### src/rtl/mem_arb_pkg.sv
// Shared types and defaults for the two-requester memory port arbiter.
package mem_arb_pkg;

    localparam int ADDR_W_DEF = 5;
    localparam int DATA_W_DEF = 64;

    // Controller phase: clear every entry first, then serve requesters.
    typedef enum logic {
        SCRUB = 1'b0,
        RUN   = 1'b1
    } state_e;

    // Identifies requester 0 or requester 1.
    typedef logic req_id_t;

endpackage

### src/rtl/mem_port_arbiter_rr_arb2.sv
// Two-way conflict arbiter: when both requesters want the same kind of
// access, the requester named by prio wins and prio passes to the loser.
module rr_arb2
    import mem_arb_pkg::*;
(
    input  logic clock,
    input  logic reset,
    input  logic en,
    input  logic rd0,
    input  logic wr0,
    input  logic rd1,
    input  logic wr1,
    output logic ready0,
    output logic ready1
);

    req_id_t prio_q;
    req_id_t prio_d;
    logic    conflict;

    // A conflict is two reads or two writes; a read plus a write never conflict.
    always_comb begin
        conflict = (rd0 && rd1) || (wr0 && wr1);
        ready0   = en && !(conflict && (prio_q == 1'b1));
        ready1   = en && !(conflict && (prio_q == 1'b0));
        prio_d   = prio_q;
        if (en && conflict) begin
            prio_d = ~prio_q;
        end
    end

    // Priority flop: only a conflict cycle hands priority to the loser.
    always_ff @(posedge clock or negedge reset) begin
        if (!reset) begin
            prio_q <= 1'b0;
        end else begin
            prio_q <= prio_d;
        end
    end

endmodule

### src/rtl/mem_port_arbiter.sv
// Two-requester front end for a 1R1W memory. A read and a write from different
// requesters are served together; like-for-like collisions go through rr_arb2.
// A read and write to the same entry in one cycle return the new data through
// a bypass register. Optional macro MEM_PORT_ARBITER_SCRUB_EN adds a start-up
// scrub that zeroes every entry before requesters are accepted.
module mem_port_arbiter
    import mem_arb_pkg::*;
#(
    parameter int ADDR_W = ADDR_W_DEF,
    parameter int DATA_W = DATA_W_DEF
) (
    input  logic              clock,
    input  logic              reset,
    input  logic              req0_valid,
    output logic              req0_ready,
    input  logic              req0_write,
    input  logic [ADDR_W-1:0] req0_addr,
    input  logic [DATA_W-1:0] req0_wdata,
    input  logic              req1_valid,
    output logic              req1_ready,
    input  logic              req1_write,
    input  logic [ADDR_W-1:0] req1_addr,
    input  logic [DATA_W-1:0] req1_wdata,
    output logic              rsp_valid,
    output logic              rsp_id,
    output logic [DATA_W-1:0] rsp_rdata,
    output logic [ADDR_W-1:0] mem_raddr,
    input  logic [DATA_W-1:0] mem_rdata,
    output logic              mem_wen,
    output logic [ADDR_W-1:0] mem_waddr,
    output logic [DATA_W-1:0] mem_wdata
);

    logic              run_q;
    logic              scrub_wen;
    logic [ADDR_W-1:0] scrub_addr;

`ifdef MEM_PORT_ARBITER_SCRUB_EN
    state_e            state_q;
    logic [ADDR_W-1:0] scrub_cnt_q;
    logic              scrub_wen_q;

    // Scrub sequencer: one idle cycle after reset, then one write per entry, then RUN.
    always_ff @(posedge clock or negedge reset) begin
        if (!reset) begin
            state_q     <= SCRUB;
            scrub_cnt_q <= '0;
            scrub_wen_q <= 1'b0;
            run_q       <= 1'b0;
        end else if (state_q == SCRUB) begin
            if (!scrub_wen_q) begin
                scrub_wen_q <= 1'b1;
            end else begin
                scrub_cnt_q <= scrub_cnt_q + 1'b1;
                if (&scrub_cnt_q) begin
                    scrub_wen_q <= 1'b0;
                    state_q     <= RUN;
                    run_q       <= 1'b1;
                end
            end
        end
    end

    assign scrub_wen  = scrub_wen_q;
    assign scrub_addr = scrub_cnt_q;
`else
    // Without scrub, requesters are served from the first clock after reset release.
    always_ff @(posedge clock or negedge reset) begin
        if (!reset) begin
            run_q <= 1'b0;
        end else begin
            run_q <= 1'b1;
        end
    end

    assign scrub_wen  = 1'b0;
    assign scrub_addr = '0;
`endif

    logic              rd0, wr0, rd1, wr1;
    logic              gnt0, gnt1;
    logic              wr_gnt, rd_gnt;
    req_id_t           wr_id, rd_id;
    logic [ADDR_W-1:0] wr_addr, rd_addr;
    logic [DATA_W-1:0] wr_data;

    logic [ADDR_W-1:0] raddr_q, raddr_d;
    logic              rsp_valid_q, rsp_valid_d;
    req_id_t           rsp_id_q, rsp_id_d;
    logic              byp_q, byp_d;
    logic [DATA_W-1:0] byp_data_q, byp_data_d;

    assign rd0 = req0_valid && !req0_write;
    assign wr0 = req0_valid &&  req0_write;
    assign rd1 = req1_valid && !req1_write;
    assign wr1 = req1_valid &&  req1_write;

    rr_arb2 u_arb (
        .clock  (clock),
        .reset  (reset),
        .en     (run_q),
        .rd0    (rd0),
        .wr0    (wr0),
        .rd1    (rd1),
        .wr1    (wr1),
        .ready0 (req0_ready),
        .ready1 (req1_ready)
    );

    // Steer the granted write and read to the memory ports and stage the response.
    always_comb begin
        gnt0    = req0_valid && req0_ready;
        gnt1    = req1_valid && req1_ready;
        wr_gnt  = (gnt0 && req0_write) || (gnt1 && req1_write);
        rd_gnt  = (gnt0 && !req0_write) || (gnt1 && !req1_write);
        wr_id   = gnt1 && req1_write;
        rd_id   = gnt1 && !req1_write;
        wr_addr = wr_id ? req1_addr  : req0_addr;
        wr_data = wr_id ? req1_wdata : req0_wdata;
        rd_addr = rd_id ? req1_addr  : req0_addr;

        mem_wen   = scrub_wen || wr_gnt;
        mem_waddr = '0;
        mem_wdata = '0;
        if (scrub_wen) begin
            mem_waddr = scrub_addr;
        end else if (wr_gnt) begin
            mem_waddr = wr_addr;
            mem_wdata = wr_data;
        end

        mem_raddr = rd_gnt ? rd_addr : raddr_q;
        raddr_d   = mem_raddr;

        rsp_valid_d = rd_gnt;
        rsp_id_d    = rd_gnt ? rd_id : rsp_id_q;
        // Memory is read-before-write, so a same-entry collision must return the new data.
        byp_d       = rd_gnt && wr_gnt && (rd_addr == wr_addr);
        byp_data_d  = wr_data;
    end

    // Response control and held read address.
    always_ff @(posedge clock or negedge reset) begin
        if (!reset) begin
            raddr_q     <= '0;
            rsp_valid_q <= 1'b0;
            rsp_id_q    <= 1'b0;
            byp_q       <= 1'b0;
        end else begin
            raddr_q     <= raddr_d;
            rsp_valid_q <= rsp_valid_d;
            rsp_id_q    <= rsp_id_d;
            byp_q       <= byp_d;
        end
    end

    // Bypass data is only consumed when byp_q is set, so it needs no reset.
    always_ff @(posedge clock) begin
        byp_data_q <= byp_data_d;
    end

    assign rsp_valid = rsp_valid_q;
    assign rsp_id    = rsp_id_q;
    assign rsp_rdata = byp_q ? byp_data_q : mem_rdata;

endmodule

### config.mk
export PLATFORM = sky130hd
export DESIGN_NAME = mem_port_arbiter
export DESIGN_NICKNAME = d
export VERILOG_FILES = /design/src/rtl/mem_arb_pkg.sv /design/src/rtl/mem_port_arbiter_rr_arb2.sv /design/src/rtl/mem_port_arbiter.sv
export SDC_FILE = /design/constraint.sdc
export NUM_CORES = 1
export LEC_CHECK = 0
export CELL_PAD_IN_SITES_DETAIL_PLACEMENT = 2
export CELL_PAD_IN_SITES_GLOBAL_PLACEMENT = 2
export CORE_ASPECT_RATIO = 1.2
export CORE_UTILIZATION = 15
export CTS_CLUSTER_DIAMETER = 120
export DETAILED_ROUTE_END_ITERATION = 10
export HOLD_SLACK_MARGIN = 0.06
export PLACE_DENSITY = 0.76
export SLEW_MARGIN = 20
export SYNTH_ARGS = -nofsm -noshare
export SYNTH_HDL_FRONTEND = slang
export SYNTH_SLANG_ARGS = --single-unit
### constraint.sdc
create_clock -name clock -period 2.6 [get_ports clock]
set_input_delay 0.78 -clock clock [delete_from_list [all_inputs] [get_ports clock]]
set_output_delay 0.78 -clock clock [all_outputs]
set_load 0.01 [all_outputs]
==> flow_summary.rst <==
.. list-table::
   :header-rows: 1

   * - Metric
     - Value
   * - Result of the run
     - finished with violations
   * - Failing checks
     - negative setup slack
   * - Transition time at the pin with the least slew margin
     - ~510 ps
   * - Ratio of routed vias to standard cells
     - 3.903
   * - Overall track demand over capacity in global routing
     - approximately 15%
   * - Number of clock sinks
     - between 70 and 80
   * - Final Setup Violations
     - 75
   * - Synth Instances
     - between 300 and 400
   * - Mean Syn Cell Area
     - 11.27 µm²
   * - VDD IR-drop max
     - ~300 µV
   * - Cells traversed along the worst timing path
     - buf_8 > nand2_4 > o2111a_4 > buf_12 > buf_12 > buf_12 > mux2_4 > nor2b_1 > buf_2
   * - Wire length per cell after detailed routing
     - 19.07 µm
   * - Final worst clock skew
     - ~11 ps
   * - Wire length of the first global-routing pass
     - about 29 mm
   * - Antenna violations before repair
     - 1
   * - Final-stage net count
     - 989
   * - Worst stage delay on the critical path
     - between 300 and 400 ps
   * - Seq/Total Area, Yosys
     - between 30% and 40%
   * - Count of cell types in the netlist
     - 25
   * - Cts bufs inserted
     - 9
   * - Std cell rows
     - 64
   * - Share of the cycle needed by the critical path after routing
     - 116.6%
   * - Starting density of the core
     - around 15%
   * - Power density of the placed cells
     - 417.5 mW/mm²
   * - Worst skew pair latency
     - between 300 and 400 ps
   * - Die height
     - about 180 µm
   * - Count of input and output buffers
     - 350
   * - Leakage power
     - 4.005 nW
   * - Final non-filler cell total
     - approximately 1.1k
   * - Die Outline Area
     - approximately 0.027 mm²
   * - Fraction of layout cells with a size suffix above 1
     - 45.55%
   * - Largest net degree at the start of global routing
     - 37
   * - Setup repair after global routing missed its margin
     - yes
   * - Yosys warning total
     - 0
   * - Cell at the slowest stage of the critical path
     - sky130_fd_sc_hd__o2111a_4
   * - Worst Path Buf+Inv
     - 5
   * - Relative area change from synthesis to final layout
     - 134.8%
   * - Required time at the endpoint of the critical path
     - about 1800 ps
   * - Worst path arrival time
     - approximately 2300 ps
   * - Root buffer cell
     - sky130_fd_sc_hd__clkbuf_16
   * - Library cell appearing most often on the critical path
     - sky130_fd_sc_hd__buf_12
   * - Routability congestion estimate
     - about 0.75
   * - Post-detailed-routing wire length
     - roughly 21 mm
   * - CTS Buffer Depth
     - 2
   * - Seq pwr share
     - between 30% and 40%
   * - Remaining design rule violation count
     - 0
   * - Fraction of registers with async set or reset after synthesis
     - between 10% and 20%
   * - CP Capture Type
     - primary output
   * - Worst-case setup margin in the final layout
     - -432.1 ps
   * - Clock transition at the register clock pins on the worst setup and hold paths after CTS
     - about 70 ps
   * - Worst setup path class
     - input port to primary output
   * - Family of cells with the greatest summed delay on the critical path
     - buffers and inverters
   * - Final number of max-transition violations
     - 0
   * - Combinational fraction of design power
     - between 30% and 40%
   * - Final HPWL from detailed placement
     - roughly 15 mm
   * - Number of global-route vias before repair
     - roughly 4.7k
   * - Via Count
     - ~4.4k
   * - Clock share of power
     - approximately a third
   * - Cell-internal power
     - between 0.002 and 0.003 W
   * - Number of nets still failing antenna checks after routing
     - 0
   * - Predominant post-synthesis flop cell
     - sky130_fd_sc_hd__dfxtp_1
   * - Count of state elements after synthesis
     - between 70 and 80
   * - Number of flops mapped to enable cells by yosys
     - 0
   * - Area of the core
     - ~0.026 mm²
   * - Number of nets in the synthesized netlist
     - 555
   * - Grt ovf
     - 0
   * - IO Pins
     - approximately 350
   * - Upper clock frequency limit
     - ~330 MHz
   * - Width of the die
     - 149.4 µm
   * - Starting DRC count in detailed routing
     - 46
   * - Post-layout minimum cycle time
     - 3032 ps
   * - Post-Synthesis Cell Area
     - 0.003911 mm²
   * - Count of inserted antenna diode cells
     - 0
   * - Number of maximum-capacitance constraint violations
     - 0
   * - Post-layout total power
     - between 0.003 and 0.004 W
   * - Number of detailed-routing iterations run before antenna repair
     - 4
   * - Startpoint kind of the worst setup timing path
     - input port
   * - Number of H-tree levels
     - 3
   * - Fin. Hold Viols
     - 0
   * - Switching Fraction
     - a little over a quarter
   * - CP Max Fanout
     - 8
   * - Worst slew margin relative to its limit
     - about two thirds
   * - Type of the most critical hold path
     - register to register
   * - Post-placement cell count
     - between 1k and 1.5k
   * - TritonCTS clock tree
     - done
   * - Switching component of the power
     - 0.001030 W
cell type report:
class / count / area [µm²]
Fill cell: 2757 / 16360
Clock inverter: 5 / 55.05
Sequential cell: 74 / 1533
Timing Repair Buffer: 447 / 4254
Tap cell: 330 / 412.9
Multi-Input combinational cell: 246 / 2675
Clock buffer: 11 / 242.7
Inverter: 3 / 11.26
final timing paths:
| check | from | to | slack, ps | cells after the start |
|---|---|---|---|---|
| worst min-delay path | raddr_q[0]$_DFF_PN0_ | raddr_q[0]$_DFF_PN0_ | 530 | 2 |
| worst max-delay path | req0_valid | mem_wdata[35] | -430 | 9 |
| worst max register to register | u_arb.prio_q$_DFFE_PN0P_ | byp_data_q[3]$_DFF_P_ | 790 | 7 |
| max in group asynchronous | reset | byp_q$_DFF_PN0_ | 1460 | 1 |
| worst min register to register | raddr_q[0]$_DFF_PN0_ | raddr_q[0]$_DFF_PN0_ | 530 | 2 |
| min in group asynchronous | reset | raddr_q[0]$_DFF_PN0_ | 770 | 1 |
synth_stat cells (4+ instances only):
master / n / area share, %
sky130_fd_sc_hd__nor2b_1: 59 / 9.4
sky130_fd_sc_hd__nand2_1: 6 / 0.58
sky130_fd_sc_hd__xor2_1: 4 / 0.90
sky130_fd_sc_hd__mux2i_1: 10 / 2.6
sky130_fd_sc_hd__dfrtp_1: 10 / 6.4
sky130_fd_sc_hd__dfxtp_1: 64 / 33
sky130_fd_sc_hd__clkbuf_1: 14 / 1.3
sky130_fd_sc_hd__buf_6: 4 / 1.2
sky130_fd_sc_hd__nor2b_4: 5 / 1.8
sky130_fd_sc_hd__nor2_1: 12 / 1.2
sky130_fd_sc_hd__buf_2: 5 / 0.64
sky130_fd_sc_hd__a21oi_1: 7 / 0.90
sky130_fd_sc_hd__mux2_2: 123 / 35
sky130_fd_sc_hd__mux2_4: 5 / 1.9
kinds of logic after synthesis:
group	Yosys count	share of synthesized area [%]
mux	138	39.89
simple gates	90	14.08
flops	74	39.16
buf+inv	27	3.519
compound gates	10	1.695
xor+xnor	7	1.568
other cells	1	0.09588
flip-flops by register name, summed over array words and instances, names as in the netlist:
signal,flops
byp_data_q,64
byp_q,1
raddr_q,5
rsp_id,1
rsp_valid,1
run_q,1
u_arb.prio_q,1
worst register-to-register path: stages, from the launching register on:
cell	delay, ps
sky130_fd_sc_hd__dfrtp_1	410
sky130_fd_sc_hd__o2111a_4	330
sky130_fd_sc_hd__buf_12	140
sky130_fd_sc_hd__buf_12	140
sky130_fd_sc_hd__buf_12	140
sky130_fd_sc_hd__mux2_4	300
sky130_fd_sc_hd__buf_4	130
sky130_fd_sc_hd__buf_4	120
cells in the final DEF (no fill, tap or decap), drive strengths merged:
cell type and count:
clkbuf 11, conb 1, o2111ai 1, mux2i 10, nand3 3, mux2 128, nor3 2, dlygate4sd2 65
or4 1, nand2b 2, buf 176, clkinvlp 2, bufinv 1, nor2b 64, xor2 4, clkinv 2
nand2 6, dfxtp 64, o2111a 1, a21oi 7, nor2 12, inv 3, dfrtp 10, o21ai 1
clkdlybuf4s50 206, xnor2 3
through the flow:
step	hold WS, ps	util [%]	TNS [ps]	area (µm²)	setup slack (ps)
6_report	525.2	35.95	-26260	9184	-432.1
5_1_grt	573.1	35.95	-29410	9184	-478.8
4_1_cts	562.6	34.64	-27320	8850	-492.0
3_5_place_dp	553.2	32.00	-88640	8174	-1147
3_3_place_gp	539.8	32.00	-86210	8174	-1104
2_1_floorplan	484.4	-	-700.9	3923	-47.98
power groups by stage:
stage	Combinational, W	Sequential (W)	Clock [W]
after floorplan	0.000388	0.00128	0
after global placement	0.00109	0.00129	0
after detailed placement	0.00111	0.00129	0
after CTS	0.00119	0.00127	0.00139
after global routing	0.00133	0.00128	0.00142
final	0.00124	0.00127	0.00132
repair_timing:
item,in CTS,in global routing
resized for setup,487,68
hold buffers,0,0
setup endpoints to repair,141,76
setup buffers,34,17
gates cloned,4,0
pin swaps,9,5
layer usage:
layer | global-route usage (%) | part of all wire [%] | wire length, µm | up-vias
met2 | 28.53 | 55 | 11810 | 174
met1 | 16.34 | 37 | 7790 | 2114
met4 | 4.209 | 1.5 | 311 | 2
met3 | 3.766 | 6.4 | 1361 | 19
met5 | 0 | 0.042 | 9 | -
li1 | - | - | - | 2047
(Power assumes the default switching activity.)
